File: config.mk
export PLATFORM = sky130hd
export DESIGN_NAME = axi_rd_req_arb
export DESIGN_NICKNAME = d
export VERILOG_FILES = /design/src/rtl/axi_rd_req_arb.sv
export SDC_FILE = /design/constraint.sdc
export NUM_CORES = 1
export LEC_CHECK = 0
export CORE_MARGIN = 2
export CORE_UTILIZATION = 35
export DETAILED_ROUTE_END_ITERATION = 8
export PLACE_DENSITY = 0.82
export SETUP_SLACK_MARGIN = 0.15
export SLEW_MARGIN = 20
export SYNTH_ARGS = -nofsm -noshare
export SYNTH_HDL_FRONTEND = slang
export SYNTH_SLANG_ARGS = --single-unit
File: constraint.sdc
create_clock -name clk -period 2.2 [get_ports clk]
set_input_delay 0.44 -clock clk [delete_from_list [all_inputs] [get_ports clk]]
set_output_delay 0.44 -clock clk [all_outputs]
set_load 0.01 [all_outputs]
File: src/rtl/axi_rd_req_arb.sv
// Round-robin arbiter folding NUM_REQ read requesters onto one registered axi_mst_rd request slot (AXI_RD_ARB_STARVE_EN adds starvation promotion).
// Latency: one cycle from req_valid to user_req_valid; back-to-back grants sustain one request per cycle.
// Backpressure: the held request stays stable until user_req_ready; req_ready only fires while the slot is empty or draining.

`ifndef AXI_ADDR_WIDTH
`define AXI_ADDR_WIDTH 32
`endif
`ifndef AXI_LEN_WIDTH
`define AXI_LEN_WIDTH 8
`endif
`ifndef AXI_SIZE_WIDTH
`define AXI_SIZE_WIDTH 3
`endif
`ifndef AXI_BURST_WIDTH
`define AXI_BURST_WIDTH 2
`endif
`ifndef AXI_ID_WIDTH
`define AXI_ID_WIDTH 4
`endif

module axi_rd_req_arb #(
  parameter int NUM_REQ      = 4,
  parameter int STARVE_LIMIT = 15
) (
  input  logic                                 clk,
  input  logic                                 rst_n,
  input  logic                                 arb_en,
  input  logic [NUM_REQ-1:0]                   req_valid,
  output logic [NUM_REQ-1:0]                   req_ready,
  input  logic [NUM_REQ*`AXI_ADDR_WIDTH-1:0]   req_addr,
  input  logic [NUM_REQ*`AXI_LEN_WIDTH-1:0]    req_len,
  input  logic [NUM_REQ*`AXI_SIZE_WIDTH-1:0]   req_size,
  input  logic [NUM_REQ*`AXI_BURST_WIDTH-1:0]  req_burst,
  output logic                                 user_req_valid,
  input  logic                                 user_req_ready,
  output logic [`AXI_ID_WIDTH-1:0]             user_req_id,
  output logic [`AXI_ADDR_WIDTH-1:0]           user_req_addr,
  output logic [`AXI_LEN_WIDTH-1:0]            user_req_len,
  output logic [`AXI_SIZE_WIDTH-1:0]           user_req_size,
  output logic [`AXI_BURST_WIDTH-1:0]          user_req_burst,
  output logic [$clog2(NUM_REQ)-1:0]           grant_idx
);

  localparam int AW    = `AXI_ADDR_WIDTH;
  localparam int LW    = `AXI_LEN_WIDTH;
  localparam int SW    = `AXI_SIZE_WIDTH;
  localparam int BW    = `AXI_BURST_WIDTH;
  localparam int ID_W  = `AXI_ID_WIDTH;
  localparam int IDX_W = $clog2(NUM_REQ);

  if (NUM_REQ < 2 || NUM_REQ > (1 << ID_W)) begin : g_bad_num_req
    $error("axi_rd_req_arb: NUM_REQ out of range");
  end
  if (STARVE_LIMIT < 1 || STARVE_LIMIT > 255) begin : g_bad_starve_limit
    $error("axi_rd_req_arb: STARVE_LIMIT out of range");
  end

  typedef struct packed {
    logic [AW-1:0] addr;
    logic [LW-1:0] len;
    logic [SW-1:0] size;
    logic [BW-1:0] burst;
  } payload_t;

  typedef enum logic {
    IDLE = 1'b0,
    HOLD = 1'b1
  } state_t;

  state_t             state_q;
  payload_t           slot_q;
  logic [IDX_W-1:0]   rr_ptr;
  payload_t           req_pl [NUM_REQ];
  logic [IDX_W-1:0]   win_idx;
  logic               handshake;
  logic               capture;

`ifdef AXI_RD_ARB_STARVE_EN
  logic [7:0]         wait_cnt [NUM_REQ];
`endif

  always_comb begin
    for (int k = 0; k < NUM_REQ; k++) begin
      req_pl[k] = '{addr:  req_addr[k*AW +: AW],
                    len:   req_len[k*LW +: LW],
                    size:  req_size[k*SW +: SW],
                    burst: req_burst[k*BW +: BW]};
    end
  end

  // Upward search from rr_ptr; a starving requester (lowest index first) overrides it.
  always_comb begin
    int   cand;
    logic found;
    cand    = 0;
    found   = 1'b0;
    win_idx = rr_ptr;
    for (int i = 0; i < NUM_REQ; i++) begin
      cand = int'(rr_ptr) + i;
      if (cand >= NUM_REQ) cand = cand - NUM_REQ;
      if (!found && req_valid[IDX_W'(cand)]) begin
        win_idx = IDX_W'(cand);
        found   = 1'b1;
      end
    end
`ifdef AXI_RD_ARB_STARVE_EN
    for (int k = NUM_REQ - 1; k >= 0; k--) begin
      if (req_valid[IDX_W'(k)] && (wait_cnt[k] == 8'(STARVE_LIMIT))) begin
        win_idx = IDX_W'(k);
      end
    end
`endif
  end

  assign handshake = user_req_valid & user_req_ready;
  assign capture   = rst_n & arb_en & (|req_valid) & ((state_q == IDLE) | handshake);

  always_comb begin
    req_ready = '0;
    if (capture) req_ready[win_idx] = 1'b1;
  end

  assign user_req_addr  = slot_q.addr;
  assign user_req_len   = slot_q.len;
  assign user_req_size  = slot_q.size;
  assign user_req_burst = slot_q.burst;

  always_ff @(posedge clk) begin
    if (!rst_n) begin
      state_q        <= IDLE;
      user_req_valid <= 1'b0;
      slot_q         <= '0;
      user_req_id    <= '0;
      grant_idx      <= '0;
      rr_ptr         <= '0;
    end else begin
      case (state_q)
        IDLE: begin
          if (capture) begin
            state_q        <= HOLD;
            user_req_valid <= 1'b1;
            slot_q         <= req_pl[win_idx];
            user_req_id    <= ID_W'(win_idx);
            grant_idx      <= win_idx;
            rr_ptr         <= (win_idx == IDX_W'(NUM_REQ - 1)) ? '0 : win_idx + 1'b1;
          end
        end
        HOLD: begin
          // A draining slot refills in the same cycle to keep full throughput.
          if (capture) begin
            user_req_valid <= 1'b1;
            slot_q         <= req_pl[win_idx];
            user_req_id    <= ID_W'(win_idx);
            grant_idx      <= win_idx;
            rr_ptr         <= (win_idx == IDX_W'(NUM_REQ - 1)) ? '0 : win_idx + 1'b1;
          end else if (handshake) begin
            state_q        <= IDLE;
            user_req_valid <= 1'b0;
          end
        end
        default: begin
          state_q        <= IDLE;
          user_req_valid <= 1'b0;
        end
      endcase
    end
  end

`ifdef AXI_RD_ARB_STARVE_EN
  always_ff @(posedge clk) begin
    if (!rst_n) begin
      for (int k = 0; k < NUM_REQ; k++) wait_cnt[k] <= '0;
    end else begin
      for (int k = 0; k < NUM_REQ; k++) begin
        if (!req_valid[IDX_W'(k)] || (capture && (win_idx == IDX_W'(k)))) begin
          wait_cnt[k] <= '0;
        end else if (wait_cnt[k] != 8'(STARVE_LIMIT)) begin
          wait_cnt[k] <= wait_cnt[k] + 8'd1;
        end
      end
    end
  end
`endif

endmodule

==> insert_results.sql, run 1 <==
INSERT INTO impl_metrics (metric_group, metric, value, unit) VALUES
('power_and_ir_drop', 'power_frac_seq', '31.7', '%'),
('sta', 'fmaxAchievable', '448', 'MHz'),
('drt', 'post_drt_via_cell_ratio', '5.17', ''),
('worst_setup_path', 'crit_end_category', 'output pin', ''),
('worst_setup_path', 'worst-r2r-setup-slack', '0.04', 'ns'),
('sta', 'grt_setup_unrepaired', 'true', ''),
('logic_synthesis', 'yosysSeqAreaShare', '30.8', '%'),
('cells_and_area', 'layout-area-overhead-vs-synth', '96.4', '%'),
('outcome', 'failed_checks', 'negative setup slack', ''),
('place', 'port_buffers', '241', ''),
('worst_setup_path', 'cp.required', '1.76', 'ns'),
('logic_synthesis', 'postSynth.asyncResetShare', '0', '%'),
('power_and_ir_drop', 'net-switching-power', '0.00107', 'W'),
('logic_synthesis', 'syn_avg_cell_area', '11.0', 'um2'),
('cells_and_area', 'final_cells', '660', ''),
('power_and_ir_drop', 'vdd.ir_drop.worst', '288', 'uV'),
('logic_synthesis', 'synth_cell_type_count', '33', ''),
('grt', 'grt.total_usage', '22.2', '%'),
('grt', 'grt_pass1_wl', '17.8', 'mm'),
('worst_setup_path', 'cpLargestDelayFamily', 'buffers and inverters', ''),
('sta', 'timing.setup.tns', '-0.0585', 'ns'),
('worst_setup_path', 'crit_path_top_cell_by_count', 'sky130_fd_sc_hd__buf_6', ''),
('power_and_ir_drop', 'combPwrFrac', '51.7', '%'),
('hold_path', 'timing.hold.worst_endpoint', 'user_req_addr[20]', ''),
('sta', 'maxSlewViolCount', '0', ''),
('cells_and_area', 'fin_area', '6500', 'um2'),
('logic_synthesis', 'post_synth_instance_area', '3310', 'um2'),
('clock_tree', 'cts_root_buf', 'sky130_fd_sc_hd__clkbuf_8', ''),
('grt', 'number_of_antenna_violations_at_the_first_check_in_global_routing', '0', ''),
('clock_tree', 'post_cts_hold_buffer_count', '0', ''),
('cells_and_area', 'postLayoutCoreUtil', '70.7', '%'),
('clock_tree', 'tritoncts_num_sinks', '51', ''),
('grt', 'largest_net_degree_at_the_start_of_global_routing', '47', ''),
('clock_tree', 'path_clk_slew', '0.09', 'ns'),
('place', 'globalplace.congestion', '0.822', ''),
('sta', 'postLayoutSetupSlackWorst', '-0.0313', 'ns'),
('power_and_ir_drop', 'leakagePower', '2.35', 'nW'),
('sta', 'fin_crit', '2.23', 'ns'),
('outcome', 'status', 'finished, violations left', ''),
('drt', 'antenna_left', '0', ''),
('cells_and_area', 'drive_gt1_share', '27.3', '%'),
('grt', 'global_route.overflow_total', '0', ''),
('worst_setup_path', 'rr_worst_depth', '7', ''),
('die', 'placement_rows', '35', ''),
('drt', 'routed_wire_length', '12.2', 'mm'),
('drt', 'first_iter_violations', '73', ''),
('worst_setup_path', 'timing_worst_setup_path_type', 'in -> out', ''),
('place', 'half_perimeter_wire_length_of_the_detailed_placement_result', '8.67', 'mm'),
('drt', 'dr.pass1.iters', '4', ''),
('logic_synthesis', 'ys_ff_latch', '51', ''),
('sta', 'fin_skew', '0.00570', 'ns'),
('hold_path', 'min_path_type', 'reg -> reg', ''),
('job', 'cap_violations', '0', ''),
('cells_and_area', 'antennaDiodeCount', '0', ''),
('sta', 'setup_viol', '4', ''),
('sta', 'relSlewSlack', '66.4', '%'),
('worst_setup_path', 'cp_cell_sequence', 'clkdlybuf4s15_1 -> nor2_1 -> a211o_1 -> o211a_2 -> buf_6 -> buf_12 -> ha_4 -> inv_2 -> nor2_4 -> buf_6', ''),
('logic_synthesis', 'netlist_instances', '302', ''),
('drt', 'detail_route.drc_violations', '0', ''),
('power_and_ir_drop', 'share_clk_of_total_power', '16.7', '%'),
('power_and_ir_drop', 'p_sw_share', '30.5', '%'),
('worst_setup_path', 'timing.critical_path.slowest_cell_delay', '0.31', 'ns'),
('die', 'fp.dieW', '101', 'um'),
('hold_path', 'timing.hold.worst.start', 'user_req_addr[20]', ''),
('worst_setup_path', 'worstPathBufferInverterCount', '5', ''),
('hold_path', 'whs_path_depth', '2', ''),
('clock_tree', 'cts_tree', 'done', ''),
('sta', 'final-hold-violation-count', '0', ''),
('place', 'dpl-instance-area', '5770', 'um2'),
('worst_setup_path', 'worst_path_max_delay_cell', 'sky130_fd_sc_hd__a211o_1', ''),
('clock_tree', 'clkLatencyLatePin', '0.29', 'ns');
[kinds of logic after synthesis]
kind of cell	Yosys count	synth area share (%)
buffers and inverters	32	8.92
multiplexers	91	27.5
flip-flops	51	30.8
AND/OR/NAND/NOR	69	9.03
adder cells (fa/ha/maj)	1	0.378
AO/OA/AOI/OAI	57	23.2
other	1	0.113
[power groups by stage]
stage | Combinational (W) | Sequential (W) | Clock [W]
after floorplan | 0.000739 | 0.00117 | 0
after global placement | 0.00138 | 0.00112 | 0
after detailed placement | 0.00141 | 0.00112 | 0
after CTS | 0.00163 | 0.00110 | 0.000602
after global routing | 0.00190 | 0.00112 | 0.000635
final | 0.00180 | 0.00110 | 0.000581
[how the worst max path moves through the flow]
stage                             from            to  cells after the start
after floorplan           req_valid[0]  req_ready[3]                      7
final                     req_valid[2]  req_ready[3]                     10
after detailed placement  req_valid[0]  req_ready[3]                      8
after CTS                    rr_ptr[1]  req_ready[0]                      6
after global placement    req_valid[3]  req_ready[3]                      8
after global routing         rr_ptr[1]  req_ready[3]                      7
[cell type report]
class                   instances  area, um2
well taps                     111        139
clock buffers                   8        100
inverters                       3       11.3
multi-input cells             220       2400
fillers                       652       2690
flip-flops and latches         51       1030
repair buffers                267       2830
[timing repair]
item | in CTS | in global routing
endpoints found under the setup margin | 52 | 49
hold endpoints to repair | 0 | 0
pin swaps | 9 | 6
resized for setup | 63 | 62
gates cloned | 5 | 0
setup buffers | 1 | 3
[sequential cells by signal, indices dropped and copies added, names as in the netlist]
| register | cells |
|---|---|
| user_req_len | 8 |
| grant_idx | 2 |
| user_req_addr | 32 |
| rr_ptr | 2 |
| state_q | 1 |
| user_req_valid | 1 |
| user_req_size | 3 |
| user_req_burst | 2 |
[stage by stage]
| stage | power [W] | hold slack (ns) |
|---|---|---|
| floorplan | 0.00191 | 0.450 |
| global placement | 0.00250 | 0.443 |
| detailed placement | 0.00253 | 0.449 |
| CTS | 0.00333 | 0.475 |
| global route | 0.00365 | 0.492 |
| finish | 0.00349 | 0.471 |
[worst min-delay path, stage by stage (launching register included)]
cell                       delay [ns]
sky130_fd_sc_hd__dfxtp_1         0.33
sky130_fd_sc_hd__nand2_1         0.06
sky130_fd_sc_hd__o221ai_2        0.05
[synth_stat cells (2+ instances only)]
cell                        n  share of area (%)
sky130_fd_sc_hd__nor2b_1    4               0.76
sky130_fd_sc_hd__o221ai_2  45                 20
sky130_fd_sc_hd__nor2_1     5               0.57
sky130_fd_sc_hd__nand2_1   51                5.8
sky130_fd_sc_hd__buf_2     10                1.5
sky130_fd_sc_hd__dfxtp_1   51                 31
sky130_fd_sc_hd__buf_12     7                4.2
sky130_fd_sc_hd__inv_1      3               0.34
sky130_fd_sc_hd__a21oi_1    2               0.30
sky130_fd_sc_hd__bufbuf_8   2                1.1
sky130_fd_sc_hd__buf_1      2               0.23
sky130_fd_sc_hd__mux2i_1   91                 28
sky130_fd_sc_hd__nand3_1    3               0.45
sky130_fd_sc_hd__clkbuf_1   3               0.34
sky130_fd_sc_hd__buf_4      5                1.1
[per-layer routing]
layer	GRT usage [%]	vias to the layer above	routed length, um
met5	0	-	0
met4	6.76	0	169
met3	4.90	12	880
met2	41.9	153	6580
met1	24.8	1607	4610
li1	-	1638	-
[placed cells by master, fill, tap and decap left out, types with 2 or more instances in the layout]
cell type / synthesis / routed
sky130_fd_sc_hd__inv_1: 3 / 2
sky130_fd_sc_hd__mux2i_2: 0 / 28
sky130_fd_sc_hd__buf_8: 0 / 2
sky130_fd_sc_hd__nor2_1: 5 / 2
sky130_fd_sc_hd__nor2b_4: 0 / 2
sky130_fd_sc_hd__buf_6: 0 / 5
sky130_fd_sc_hd__nand3_1: 3 / 2
sky130_fd_sc_hd__clkbuf_8: 0 / 8
sky130_fd_sc_hd__bufbuf_16: 0 / 4
sky130_fd_sc_hd__conb_1: 1 / 2
sky130_fd_sc_hd__clkdlybuf4s15_1: 0 / 2
sky130_fd_sc_hd__buf_4: 5 / 10
sky130_fd_sc_hd__dfxtp_1: 51 / 49
sky130_fd_sc_hd__nand2_1: 51 / 50
sky130_fd_sc_hd__mux2i_4: 0 / 17
sky130_fd_sc_hd__buf_12: 7 / 3
sky130_fd_sc_hd__clkdlybuf4s50_1: 0 / 232
sky130_fd_sc_hd__buf_2: 10 / 3
sky130_fd_sc_hd__buf_16: 0 / 3
sky130_fd_sc_hd__o21ai_2: 1 / 2
sky130_fd_sc_hd__mux2i_1: 91 / 46
sky130_fd_sc_hd__o221ai_2: 45 / 45
sky130_fd_sc_hd__nor2_4: 0 / 2
Note: power is estimated with default switching activity, not from simulation.
==> inputs of run 2 (changes only) <==
CELL_PAD_IN_SITES_DETAIL_PLACEMENT = 1   (was default)
CELL_PAD_IN_SITES_GLOBAL_PLACEMENT = 1   (was default)
CORE_UTILIZATION = 25   (was 35)
PLACE_DENSITY = default   (was 0.82)
PLACE_DENSITY_LB_ADDON = 0.1   (was default)
==> insert_results.sql, run 2 (synthesis results as in run 1) <==
INSERT INTO impl_metrics (metric_group, metric, value, unit) VALUES
('worst_setup_path', 'critical_path_peak_fanout', '3', ''),
('cells_and_area', 'layout.cells.most_common', 'sky130_fd_sc_hd__clkdlybuf4s50_1', ''),
('sta', 'grt_setup_unrepaired', 'true', ''),
('grt', 'first_global_vias', '4032', ''),
('drt', 'detail_route.drc_violations', '0', ''),
('die', 'num_io_pins', '244', ''),
('clock_tree', 'clkLatencyLatePin', '0.29', 'ns'),
('worst_setup_path', 'critPathLaunchType', 'flop', ''),
('cells_and_area', 'fin_area', '7540', 'um2'),
('sta', 'maxSlewViolCount', '0', ''),
('cells_and_area', 'layout-area-overhead-vs-synth', '128', '%'),
('cells_and_area', 'largest_register_ff_count', '32', ''),
('cells_and_area', 'drive_gt1_share', '35.6', '%'),
('grt', 'largest_net_degree_at_the_start_of_global_routing', '47', ''),
('sta', 'final-hold-violation-count', '0', ''),
('cells_and_area', 'num-fill-cells', '1317', ''),
('sta', 'fin_skew', '0.00404', 'ns'),
('sta', 'setup_viol', '0', ''),
('drt', 'first_iter_violations', '87', ''),
('worst_setup_path', 'worst-r2r-setup-slack', '0.03', 'ns'),
('drt', 'post_drt_via_cell_ratio', '4.81', ''),
('clock_tree', 'post_cts_hold_buffer_count', '0', ''),
('sta', 'finalCritPeriodShare', '100', '%'),
('worst_setup_path', 'crit_end_category', 'output pin', ''),
('cells_and_area', 'nNetsFinal', '768', ''),
('worst_setup_path', 'rr_startpoint', 'rr_ptr[1]', ''),
('die', 'die_span_in_y', '119', 'um'),
('place', 'dpl-instance-area', '5890', 'um2'),
('worst_setup_path', 'rr_worst_depth', '9', ''),
('worst_setup_path', 'crit-reg2reg-capture', 'user_req_len[1]', ''),
('clock_tree', 'tritoncts_num_sinks', '51', ''),
('hold_path', 'min_path_type', 'reg -> reg', ''),
('cells_and_area', 'mostFrequentLayoutCells', 'sky130_fd_sc_hd__clkdlybuf4s50_1, sky130_fd_sc_hd__mux2i_4, sky130_fd_sc_hd__nand2_1', ''),
('worst_setup_path', 'worst_path_max_delay_cell', 'sky130_fd_sc_hd__or4_4', ''),
('hold_path', 'timing.hold.worst_endpoint', 'user_req_addr[26]', ''),
('die', 'placement_rows', '42', ''),
('hold_path', 'timing.hold.worst.start', 'user_req_addr[26]', ''),
('job', 'cap_violations', '0', ''),
('worst_setup_path', 'cp_cell_sequence', 'and3b_1 -> or4_4 -> nand2_4 -> ha_4 -> inv_2 -> nor2_2 -> buf_2', ''),
('place', 'half_perimeter_wire_length_of_the_detailed_placement_result', '9.87', 'mm'),
('outcome', 'status', 'complete, no violations', ''),
('place', 'place_inst', '713', ''),
('place', 'globalplace.congestion', '0.816', ''),
('sta', 'fin_crit', '2.20', 'ns'),
('sta', 'fmaxAchievable', '455', 'MHz'),
('clock_tree', 'cts_tree', 'done', ''),
('drt', 'routedWlPerCell', '20.7', 'um'),
('grt', 'number_of_antenna_violations_at_the_first_check_in_global_routing', '0', ''),
('drt', 'antenna_left', '0', ''),
('worst_setup_path', 'timing.critical_path.arrival', '1.76', 'ns'),
('clock_tree', 'htree_levels', '2', ''),
('worst_setup_path', 'timing.critical_path.slowest_cell_delay', '0.51', 'ns'),
('hold_path', 'whs_path_depth', '2', ''),
('die', 'coreArea', '13100', 'um2'),
('cells_and_area', 'final_cells', '754', ''),
('die', 'die-area', '14200', 'um2'),
('clock_tree', 'cts_root_buf', 'sky130_fd_sc_hd__clkbuf_16', ''),
('worst_setup_path', 'cp.required', '1.76', 'ns'),
('power_and_ir_drop', 'vdd.ir_drop.worst', '306', 'uV'),
('worst_setup_path', 'worstPathBufferInverterCount', '2', ''),
('power_and_ir_drop', 'leakagePower', '2.63', 'nW'),
('drt', 'vias', '3625', ''),
('grt', 'grt.total_usage', '21.1', '%'),
('die', 'fp.dieW', '119', 'um'),
('worst_setup_path', 'cpLargestDelayFamily', 'simple AND/OR/NAND/NOR gates', ''),
('cells_and_area', 'antennaDiodeCount', '0', ''),
('drt', 'dr.pass1.iters', '4', ''),
('cells_and_area', 'postLayoutCoreUtil', '57.6', '%'),
('power_and_ir_drop', 'power.density', '570', 'nW/um2'),
('place', 'port_buffers', '241', ''),
('clock_tree', 'cts_buffers', '5', ''),
('die', 'initial_utilization', '25.3', '%'),
('clock_tree', 'max-clock-path-buffers', '2', ''),
('clock_tree', 'path_clk_slew', '0.07', 'ns'),
('grt', 'global_route.overflow_total', '0', ''),
('drt', 'routed_wire_length', '15.6', 'mm'),
('grt', 'grt_pass1_wl', '23.3', 'mm'),
('worst_setup_path', 'startpoint', 'rr_ptr[1]', ''),
('worst_setup_path', 'timing_worst_setup_path_type', 'reg -> out', '');
run 2: metrics by stage:
stage          total power, W  hold slack [ns]  setup WS (ns)  TNS [ns]
6_report              0.00430            0.466       0.000681         0
5_1_grt               0.00449            0.489        -0.0710    -0.192
4_1_cts               0.00402            0.472        -0.0207   -0.0207
3_5_place_dp          0.00257            0.450         -0.754    -34.08
3_3_place_gp          0.00254            0.444         -0.724    -32.60
2_1_floorplan         0.00191            0.450          0.118         0
run 2: repair_timing:
action | 4_1_cts | 5_1_grt
gates resized for setup | 144 | 71
buffers inserted | 16 | 5
pin swaps | 12 | 22
gates cloned | 11 | 3
endpoints found under the setup margin | 51 | 50
run 2: cell type report:
cell class	instances	area, um2	share of cell area (%)
Clock buffer	6	129	1.71
Inverter	3	11.3	0.149
Multi-Input combinational cell	220	2800	37.2
Sequential cell	51	1020	13.6
Tap cell	176	220	2.92
Timing Repair Buffer	298	3350	44.4
run 2: metal layers:
layer | global-route usage [%] | vias to the layer above | wire length [um]
li1 | - | 1714 | -
met5 | 0 | - | 0
met1 | 25.7 | 1748 | 6540
met4 | 6.32 | 0 | 329
met2 | 36.5 | 144 | 7780
met3 | 5.46 | 19 | 972
run 2: how the worst max path moves through the flow:
stage,endpoint,slack [ns],cells after the start
3_3_place_gp,req_ready[3],-0.72,8
3_5_place_dp,req_ready[3],-0.75,8
2_1_floorplan,req_ready[3],0.12,7
4_1_cts,req_ready[3],-0.02,7
5_1_grt,req_ready[3],-0.07,7
6_report,req_ready[3],0.0007,7
run 2: power breakdown:
group | switching [W] | total, W | internal (W)
combinational | 0.000927 | 0.00243 | 0.00151
clock | 0.000345 | 0.000756 | 0.000411
sequential | 0.0000659 | 0.00111 | 0.00104
run 2: worst register-to-register path: cells and delay by family (launching register included):
family          cells  cell delay (ns)
flops               1             0.33
compound gates      1             0.11
buf+inv             4             0.55
simple gates        3             0.78
mux                 1             0.28
